### src/rtl/riscv_pkg.sv
// Shared RV64 core definitions: M-extension divide opcodes and divider FSM states.
// No logic; types and constants only.
package riscv_pkg;

    localparam logic [1:0] OP_DIV  = 2'b00;
    localparam logic [1:0] OP_DIVU = 2'b01;
    localparam logic [1:0] OP_REM  = 2'b10;
    localparam logic [1:0] OP_REMU = 2'b11;

    typedef enum logic [1:0] {
        IDLE = 2'b00,
        RUN  = 2'b01,
        DONE = 2'b10
    } div_state_t;

endpackage

### src/rtl/div_unit.sv
// Iterative restoring divider for DIV/DIVU/REM/REMU; XLEN+1 busy cycles, 1 for divide-by-zero/overflow.
// start is sampled only while idle; requests made while busy (including the done cycle) are dropped.
module div_unit
    import riscv_pkg::*;
#(
    parameter int XLEN = 64
) (
    input  logic            clk,
    input  logic            rst,
    input  logic            start,
    input  logic [1:0]      op,
    input  logic [XLEN-1:0] dividend,
    input  logic [XLEN-1:0] divisor,
    output logic            busy,
    output logic            done,
    output logic [XLEN-1:0] result
);

    localparam int CW = $clog2(XLEN) + 1;
    localparam logic [XLEN-1:0] MIN_NEG = {1'b1, {(XLEN-1){1'b0}}};

    div_state_t      state_q, state_d;
    logic [CW-1:0]   count_q, count_d;
    logic [XLEN-1:0] rem_q, rem_d;
    logic [XLEN-1:0] quo_q, quo_d;
    logic [XLEN-1:0] dsr_q, dsr_d;
    logic [XLEN-1:0] result_q, result_d;
    logic            qneg_q, qneg_d;
    logic            rneg_q, rneg_d;
    logic            is_rem_q, is_rem_d;

    // One restoring step: quotient register shifts its MSB into the partial remainder.
    logic [XLEN:0]   rem_sh;
    logic [XLEN:0]   diff;
    logic            ge;
    logic [XLEN-1:0] rem_nx;
    logic [XLEN-1:0] quo_nx;

    assign rem_sh = {rem_q, quo_q[XLEN-1]};
    assign diff   = rem_sh - {1'b0, dsr_q};
    assign ge     = ~diff[XLEN];
    assign rem_nx = ge ? diff[XLEN-1:0] : rem_sh[XLEN-1:0];
    assign quo_nx = {quo_q[XLEN-2:0], ge};

    logic in_signed;
    logic in_rem;
    logic dvd_neg;
    logic dsr_neg;

    always_comb begin
        state_d  = state_q;
        count_d  = count_q;
        rem_d    = rem_q;
        quo_d    = quo_q;
        dsr_d    = dsr_q;
        result_d = result_q;
        qneg_d   = qneg_q;
        rneg_d   = rneg_q;
        is_rem_d = is_rem_q;

        in_signed = (op == OP_DIV) || (op == OP_REM);
        in_rem    = (op == OP_REM) || (op == OP_REMU);
        dvd_neg   = in_signed & dividend[XLEN-1];
        dsr_neg   = in_signed & divisor[XLEN-1];

        case (state_q)
            IDLE: begin
                if (start) begin
                    if (divisor == '0) begin
                        result_d = in_rem ? dividend : '1;
                        state_d  = DONE;
                    end else if (in_signed && dividend == MIN_NEG && divisor == '1) begin
                        result_d = in_rem ? '0 : dividend;
                        state_d  = DONE;
                    end else begin
                        // Magnitudes fit in XLEN bits; -MIN_NEG wraps to itself, read as unsigned.
                        quo_d    = dvd_neg ? -dividend : dividend;
                        dsr_d    = dsr_neg ? -divisor : divisor;
                        rem_d    = '0;
                        count_d  = '0;
                        qneg_d   = dvd_neg ^ dsr_neg;
                        rneg_d   = dvd_neg;
                        is_rem_d = in_rem;
                        state_d  = RUN;
                    end
                end
            end
            RUN: begin
                rem_d = rem_nx;
                quo_d = quo_nx;
                if (count_q == CW'(XLEN - 1)) begin
                    count_d  = '0;
                    state_d  = DONE;
                    if (is_rem_q)
                        result_d = rneg_q ? -rem_nx : rem_nx;
                    else
                        result_d = qneg_q ? -quo_nx : quo_nx;
                end else begin
                    count_d = count_q + CW'(1);
                end
            end
            DONE: begin
                state_d = IDLE;
            end
            default: begin
                state_d = IDLE;
            end
        endcase
    end

    always_ff @(posedge clk or posedge rst) begin
        if (rst) begin
            state_q  <= IDLE;
            count_q  <= '0;
            rem_q    <= '0;
            quo_q    <= '0;
            dsr_q    <= '0;
            result_q <= '0;
            qneg_q   <= 1'b0;
            rneg_q   <= 1'b0;
            is_rem_q <= 1'b0;
        end else begin
            state_q  <= state_d;
            count_q  <= count_d;
            rem_q    <= rem_d;
            quo_q    <= quo_d;
            dsr_q    <= dsr_d;
            result_q <= result_d;
            qneg_q   <= qneg_d;
            rneg_q   <= rneg_d;
            is_rem_q <= is_rem_d;
        end
    end

    assign busy   = (state_q != IDLE);
    assign done   = (state_q == DONE);
    assign result = result_q;

endmodule

### config.mk
export PLATFORM = sky130hd
export DESIGN_NAME = div_unit
export DESIGN_NICKNAME = d
export VERILOG_FILES = /design/src/rtl/riscv_pkg.sv /design/src/rtl/div_unit.sv
export SDC_FILE = /design/constraint.sdc
export NUM_CORES = 1
export LEC_CHECK = 0
export ABC_AREA = 1
export ABC_CLOCK_PERIOD_IN_PS = 13200
export CAP_MARGIN = 40
export CORE_MARGIN = 2
export CORE_UTILIZATION = 40
export DETAILED_ROUTE_END_ITERATION = 10
export PLACE_DENSITY = 0.66
export SYNTH_ARGS = -nofsm -noshare
export SYNTH_HDL_FRONTEND = slang
export SYNTH_SLANG_ARGS = --single-unit
### constraint.sdc
create_clock -name clk -period 13.2 [get_ports clk]
set_clock_uncertainty 0.05 [all_clocks]
set_input_delay 2.64 -clock clk [delete_from_list [all_inputs] [get_ports clk]]
set_output_delay 2.64 -clock clk [all_outputs]
set_load 0.01 [all_outputs]
### Word level (Yosys, flattened, before mapping)

Cells that the tools add are included.
Widths: inputs -> output; s select.

| word-level totals | value |
|---|---|
| flip-flop bits (word level) | 268 |
| bits of input ports | 133 |
| output and inout port bits | 66 |
| logic and storage cells | 77 |

| operators by class | value |
|---|---|
| add/sub/neg operators | 6 |
| eq/ne operators | 12 |
| muxes and demuxes | 31 |
| bitwise operators | 6 |
| reductions and logical operators | 13 |

Operator list:

| operator | number |
|---|---|
| $mux 64 | 18 |
| $pmux 64 s2 | 3 |
| $neg 64->64 | 4 |
| $eq 64x64->1 const B | 2 |
| $sub 65x64->65 | 1 |
| $logic_not 64->1 | 1 |
| $mux 7 | 4 |
| $pmux 7 s2 | 1 |
| $reduce_and 4->1 | 3 |
| $mux 2 | 4 |
| $ne 2x2->1 const B | 4 |
| $add 7x1->7 const B | 1 |
| $eq 7x6->1 const B | 1 |
| $eq 2x2->1 const B | 3 |
| $logic_not 2->1 | 2 |
| $pmux 2 s2 | 1 |
| $reduce_bool 2->1 | 2 |
| $ne 3x3->1 const B | 1 |
| $not 1->1 | 3 |
| $and 1x1->1 | 2 |
| $eq 2x1->1 const B | 1 |
| $logic_and 1x1->1 | 2 |
| $logic_or 1x1->1 | 2 |
| $reduce_and 2->1 | 1 |
| $xor 1x1->1 | 1 |

### Depth between registers and ports, before layout

Gate-level depths: netlist of run 1.

| logic depth | value |
|---|---|
| word-level depth | 8 |
| mapped depth | 39 |
| mapped depth without buffers | 37 |

### Worst setup path before layout of run 1

Ideal clock, no wire load.

| timing path | value |
|---|---|
| kind | in2reg |
| from | in dividend[1] |
| to | reg quo_q[61] |
| setup time | 0.131 ns |
| arrival | 4.749 ns |
| required time | 13.019 ns |
| path slack | 8.269 ns |
| stages on the path | 18 |
| buffers on the path | 0 |
| cell sequence | nor2_1 -> nand3_1 -> nor3_1 -> nand3_1 -> nor3_1 -> nand2_1 -> nor2_1 -> nand2_1 -> inv_1 -> nand4_1 -> nor2_1 -> nand2_1 -> nor2_1 -> nor2_1 -> nand2_1 -> nand2_1 -> o221ai_1 -> o21ai_0 |

| on the way | value |
|---|---|
| longest elaborated chain between the ends | 6 |
| elaborated cells between the ends (all ways) | 11 |
| classes of those cells | 1 x add/sub; 2 x eq/ne; 5 x mux; 3 x reduce/logical |

Ends and longest elaborated chain:

| element | line | text |
|---|---|---|
| from (decl) | div_unit.sv:12 | `input logic [XLEN-1:0] dividend,` |
| $neg 64->64 | div_unit.sv:77 | `quo_d = dvd_neg ? -dividend : dividend;` |
| $mux 64 | div_unit.sv:77 |  |
| $mux 64 | div_unit.sv:72 | `end else if (in_signed && dividend == MIN_NEG && divisor == '1) begin` |
| $mux 64 | div_unit.sv:69 | `if (divisor == '0) begin` |
| $mux 64 | div_unit.sv:68 | `if (start) begin` |
| $pmux 64 s2 | div_unit.sv:66 | `case (state_q)` |
| to (signal assigned) | div_unit.sv:126 | `quo_q <= quo_d;` |
| to (decl) | div_unit.sv:25 | `logic [XLEN-1:0] quo_q, quo_d;` |

Parallel ways exist; a longest one is shown, timed or not. The select of a mux whose other input is x is not followed.
A chain may end at the register's enable or synchronous reset.

### Final worst setup path of run 1

| timing path | value |
|---|---|
| from | in dividend[48] |
| to | reg result_q[5] (netlist: result[5]) |

| on the way | value |
|---|---|
| longest elaborated chain between the ends | 5 |

Ends and longest elaborated chain:

| element | line | text |
|---|---|---|
| $eq 64x64->1 | div_unit.sv:72 |  |
| $logic_and 1x1->1 (2 in a row) | div_unit.sv:72 |  |
| $ne 3x3->1 (no line) | - |  |
| $reduce_and 4->1 (no line) | - |  |
| to (signal assigned) | div_unit.sv:128 | `result_q <= result_d;` |
| to (decl) | div_unit.sv:27 | `logic [XLEN-1:0] result_q, result_d;` |

Every way passes these cells.

==> summary.md, run 1 <==
| Metric | Value |
|---|---|
| TritonCTS clock tree | `built` |
| Full die area | `0.0709 mm^2` |
| Clock-pin slew on the worst setup and hold paths | `0.06 ns` |
| Register bit total from synthesis | `268` |
| TNS Setup | `0 ns` |
| DP Wirelength | `84700 um` |
| Worst EP required | `13.65 ns` |
| Main synth FF type | `dfrtp_1` |
| N_diodes | `0` |
| Top cells by count, synth | `nand2_1, inv_1, nor2_1, nand3_1, dfrtp_1` |
| Area of the multi-input gates | `0.0174 mm^2` |
| Setup violators final | `0` |
| Sequential area share after synthesis | `0.244` |
| Async S/R FF share, synth | `1.00` |
| Tot Pwr | `2.03 mW` |
| Tcrit/Tclk final | `0.504` |
| DR vias/cell | `5.43` |
| Initial antenna violation count | `4` |
| Number of flops mapped to enable cells by yosys | `0` |
| Clock net sink count | `268` |
| Synth warn | `0` |
| Peak supply drop | `0.0667 mV` |
| Number of buffers added on ports | `198` |
| Final hold violation count | `0` |
| Initial core utilization | `0.402` |
| Shortest period the worst path allows | `6.65 ns` |
| Wire length of the first global-routing pass | `164000 um` |
| Vias | `31000` |
| Root buf cell | `clkbuf_16` |
| Worst path arrival time | `7.10 ns` |
| Synth Instances | `4712` |
| Post-route ant nets | `0` |
| Die width | `266 um` |
| Post-CTS setup buffers | `0` |
| Leakage | `16.2 nW` |
| Die H | `266 um` |
| GR Overflow Total | `0` |
| Ports | `199` |
| Largest net degree at the start of global routing | `101` |
| Cell taking the most area after synthesis | `dfrtp_1` |
| Clk_lat worst skew | `0.57 ns` |
| Power density over cell area | `64.9 mW/mm^2` |
| GPL Wtd Cong | `1.00` |
| RSZ-0062 raised after global routing | `false` |
| Rows | `96` |
| Startpoint types | `input port` |
| Core area | `0.0683 mm^2` |
| Post-synth top area share | `0.244` |
| Clk buf depth | `3` |
| Global Route Usage Sum | `0.298` |
| Max H-tree Level | `2` |
| Fmax | `150 MHz` |
| Synthesized area | `0.0275 mm^2` |
| # resized after CTS | `0` |
| Worst Max-Slew Pin Slew | `0.982 ns` |
| # hold bufs at CTS | `0` |
| Synth top area cells | `dfrtp_1, nand2_1, inv_1, nor2_1, nand3_1` |
| Final #Nets | `5010` |
| Post-DP Area | `0.0302 mm^2` |
| Fill cell count | `7283` |
| Area grow syn2layout | `13.8%` |
| Outcome | `completed` |
| TritonCTS Buffers | `34` |
| Seq. cell area | `0.00671 mm^2` |
| Share of layout cells above drive strength 1 | `0.0398` |
| Final WL | `108000 um` |
| Final Core Density | `0.458` |
| Crit Path Max Fanout | `23` |
| Wire per inst | `18.9 um` |
| Residual DRC count | `0` |
| Post-Synthesis Net Count | `4916` |
| Initial DRC Count | `3474` |
| Final instance area | `0.0313 mm^2` |
| Hold crit path type | `reg -> reg` |
| Setup crit end kind | `register` |
| DR pass1 iterations | `7` |
| Vias in the first global route | `28000` |
| Rel. slew slack | `0.345` |
| Netlist cell types | `55` |
| Slew Viols, Final | `0` |
| Min Hold Slack | `0.425 ns` |
| Critical path class | `in -> reg` |
| Avg Cell Area, Syn | `5.84 um^2` |
| Max cap viols | `0` |
| Top-count cell post-synth | `nand2_1` |
-- worst max-delay path, stage by stage --
cell and delay (ns):
clkdlybuf4s50_1 0.52, nor2_1 0.23, nand2_1 0.08, nor4_1 0.54, nand2_1 0.34, nor2_1 0.40
nand4_1 0.12, or2_2 0.31, nand3_1 0.16, nand4_1 0.51, buf_4 0.44, inv_1 0.33
o21ai_0 0.16, a31oi_1 0.20, a21o_1 0.11
-- routing by layer --
| metal | vias up | global-route usage | routed length, um |
|---|---|---|---|
| li1 | 15200 | - | - |
| met1 | 14400 | 0.435 | 49400 |
| met2 | 1261 | 0.465 | 47600 |
| met3 | 128 | 0.0344 | 8560 |
| met4 | 0 | 0.0742 | 2520 |
| met5 | - | 0 | 0 |
-- area by class of cell --
cell class,count,share of cell area
timing repair buffer,224,0.0715
tap,882,0.0353
inverter,717,0.0864
multi-input combinational,3561,0.556
clock buffer,50,0.0313
sequential,268,0.214
clock inverter,8,0.00492
-- logic make-up after synthesis --
logic type | synth area share
AO/OA/AOI/OAI | 0.154
XOR/XNOR | 0.0465
adder cells (fa/ha/maj) | 0.0326
buffers and inverters | 0.124
flip-flops | 0.244
AND/OR/NAND/NOR | 0.399
-- placed cells by master, fill, tap and decap left out, drive strengths merged, types with 79 or more instances in the layout --
master	instances
a21oi	189
clkdlybuf4s50	198
dfrtp	268
inv	713
nand2	1600
nand3	288
nor2	520
o21ai	245
o22ai	103
xor2	79
-- state kept, by name, indices dropped and copies added (netlist names) --
name / cells
state_q: 2
rem_q: 64
qneg_q: 1
is_rem_q: 1
rneg_q: 1
quo_q: 64
dsr_q: 64
result: 64
count_q: 7
-- stage by stage --
stage          instances  setup WS (ns)
6_report            5710           6.55
3_3_place_gp        5649           6.29
2_1_floorplan       4712           3.13
3_5_place_dp        5652           6.19
4_1_cts             5710           6.77
5_1_grt             5710           6.29
-- worst paths after layout --
kind                                         from                      to  slack, ns  depth (start not counted)
max reg2reg                 quo_q[63]$_DFFE_PP0P_  result[60]$_DFFE_PP0P_       6.70                         35
min in group asynchronous                     rst  result[50]$_DFFE_PP0P_       2.51                          2
max                                  dividend[48]   result[5]$_DFFE_PP0P_       6.55                         15
min                        result[62]$_DFFE_PP0P_  result[62]$_DFFE_PP0P_       0.42                          2
max in group asynchronous                     rst    is_rem_q$_DFFE_PP0P_       9.11                          3
min reg2reg                result[62]$_DFFE_PP0P_  result[62]$_DFFE_PP0P_       0.42                          2
-- power by group --
part	leakage, nW	switching (mW)	internal, mW
clock network	0.551	0.401	0.592
logic	12.3	0.132	0.0803
registers	3.37	0.00101	0.823
No activity file was read; power rests on OpenSTA's default activity.
==> run 2, diff against run 1 <==
- ABC_CLOCK_PERIOD_IN_PS: 13200 -> 5300
- PLACE_DENSITY: 0.66 -> 0.68
- clock period: 13.2 -> 5.3 ns (I/O delays scaled with it)
==> run 2 against run 1 <==
  * Critical path depth up 20
  * Clock power increased by 140%
  * Worst hold slack better by 0.0068 ns
==> summary.md, run 2 (synthesis gave the netlist of run 1 again) <==
| Metric | Value |
|---|---|
| Outcome | `completed` |
| Crit Path Max Fanout | `4 (-83%)` |
| N_diodes | `0 (unchanged)` |
| Share of layout cells above drive strength 1 | `0.0534 (+0.0136)` |
| Core area | `0.0683 mm^2 (unchanged)` |
| GPL Wtd Cong | `1.02 (+2.1%)` |
| Most used cell, CP | `nand2_1` |
| Wire per inst | `19.5 um (+3.2%)` |
| Tot Pwr | `5.04 mW (+150%)` |
| Die width | `266 um (unchanged)` |
| Commonest non-fill, non-tap cells in the layout | `nand2_1, inv_1, nor2_1, nand3_1, dfrtp_1` |
| Initial core utilization | `0.402 (unchanged)` |
| Final #Nets | `5068 (+1.2%)` |
| Peak supply drop | `0.192 mV (+190%)` |
| Rows | `96 (unchanged)` |
| Rel. slew slack | `0.364 (+0.0191)` |
| Clk_lat worst skew | `0.56 ns (about the same)` |
| Fmax | `199 MHz` |
| Most common cell after layout, fill and taps aside | `nand2_1` |
| Max H-tree Level | `2 (unchanged)` |
| DR pass1 iterations | `8 (+1)` |
| Area grow syn2layout | `16.0%` |
| Shortest period the worst path allows | `5.03 ns` |
| Root buf cell | `clkbuf_16` |
| Final hold violation count | `0 (unchanged)` |
| Wire length of the first global-routing pass | `170000 um (+3.9%)` |
| Worst EP required | `5.70 ns (-7.95 ns)` |
| DR vias/cell | `5.49 (+1.1%)` |
| Initial antenna violation count | `2 (-2)` |
| Vias in the first global route | `29000 (+3.6%)` |
| Vias | `31700 (+2.2%)` |
| Tcrit/Tclk final | `0.949` |
| Largest net degree at the start of global routing | `136 (+35%)` |
| Number of buffers added on ports | `198 (unchanged)` |
| Fill cell count | `7305 (+0.30%)` |
| Critical path class | `reg -> reg` |
| Clock net sink count | `268 (unchanged)` |
| Post-route ant nets | `0 (unchanged)` |
| Global Route Usage Sum | `0.311 (+0.0130)` |
| Full die area | `0.0709 mm^2 (unchanged)` |
| Initial DRC Count | `3677 (+5.8%)` |
| Place WS | `0.168 ns (-6.02 ns)` |
| Slowest CP cell | `fa_1` |
| Final instance area | `0.0319 mm^2 (+1.9%)` |
| Setup WS post-layout | `0.270 ns (-6.28 ns)` |
| Slew Viols, Final | `0 (unchanged)` |
| Die H | `266 um (unchanged)` |
| GR Overflow Total | `0 (unchanged)` |
| Setup crit end kind | `register` |
| Clk buf depth | `3 (unchanged)` |
| Worst Max-Slew Pin Slew | `0.954 ns (-0.0286 ns)` |
| Post-DP Area | `0.0307 mm^2 (+1.7%)` |
| Ports | `199 (unchanged)` |
| Hold crit path type | `reg -> reg` |
| TritonCTS clock tree | `built` |
| DP Wirelength | `89200 um (+5.3%)` |
| Power density over cell area | `158 mW/mm^2 (+140%)` |
| Residual DRC count | `0 (unchanged)` |
| Leakage | `16.6 nW (+2.0%)` |
| # hold bufs at CTS | `0 (unchanged)` |
| Min Hold Slack | `0.431 ns (+0.00684 ns)` |
| TritonCTS Buffers | `35 (+2.9%)` |
| Clock-pin slew on the worst setup and hold paths | `0.06 ns (about the same)` |
| Final WL | `113000 um (+4.4%)` |
| Crit path largest cell delay | `0.41 ns (-0.13 ns)` |
| Max cap viols | `0 (unchanged)` |
| Startpoint types | `register` |
| Worst path arrival time | `5.43 ns (-1.67 ns)` |
| Setup violators final | `0 (unchanged)` |
## run 2: cell count changes in the layout (fill, tap and decap cells not counted), moves of 2 or more
cell        change
nor3_2          -4
buf_12         +11
nor2_2          +2
clkinv_2        +3
bufinv_16       -3
clkinvlp_4      +2
buf_16          -2
buf_4          +48
nor3_4          +4
clkbuf_16       +2
nand3_1         -2
nor2_1          -3
## run 2: report_power, final
group	total [mW]	switching (mW)	internal [mW]
registers	2.05	0.00317	2.05
clock network	2.43	1.02	1.42
logic	0.551	0.341	0.210
## run 2: worst max-delay path: cells and delay by family, from the launching register on
family / cells / cell delay [ns]
and+or+nand+nor: 26 / 3.16
adders and majority gates: 3 / 0.79
DFF: 1 / 0.35
buffers and inverters: 4 / 0.34
AOI/OAI and AO/OA: 2 / 0.24
## run 2: path summary, 6_finish.rpt
| kind | start | slack (ns) | to | cells past startpoint |
|---|---|---|---|---|
| setup / recovery | quo_q[63]$_DFFE_PP0P_ | 0.27 | result[48]$_DFFE_PP0P_ | 35 |
| hold / removal | result[43]$_DFFE_PP0P_ | 0.43 | result[43]$_DFFE_PP0P_ | 2 |
| setup reg to reg | quo_q[63]$_DFFE_PP0P_ | 0.27 | result[48]$_DFFE_PP0P_ | 35 |
| hold reg to reg | result[43]$_DFFE_PP0P_ | 0.43 | result[43]$_DFFE_PP0P_ | 2 |
| max in group asynchronous | rst | 3.38 | dsr_q[16]$_DFFE_PP0P_ | 4 |
| min in group asynchronous | rst | 0.74 | result[49]$_DFFE_PP0P_ | 2 |
## run 2: layout make-up
type	instances	area, um^2	share of cell area
clock buffer	53	1040	0.0328
tap	882	1100	0.0346
sequential	268	6710	0.210
clock inverter	10	95.1	0.00298
timing repair buffer	281	2760	0.0866
inverter	717	2700	0.0847
multi-input combinational	3561	17500	0.548
## run 2: through the flow
stage               TNS [ns]  std cells  utilization
finish                     0       5772        0.467
floorplan                  0       4712            -
global placement           0       5704        0.448
global route          -0.124       5772        0.467
CTS                        0       5770        0.465
detailed placement         0       5707        0.449
## run 2: timing repair
action / CTS / global route
setup endpoints to repair: 0 / 10
setup buffers: 0 / 2
gates resized for setup: 0 / 14
hold endpoints to repair: 0 / 0
## run 2: per-layer routing
metal,global-route usage,part of all wire
met5,0,0.000071
met4,0.127,0.045
met3,0.0520,0.088
met2,0.482,0.43
met1,0.428,0.43
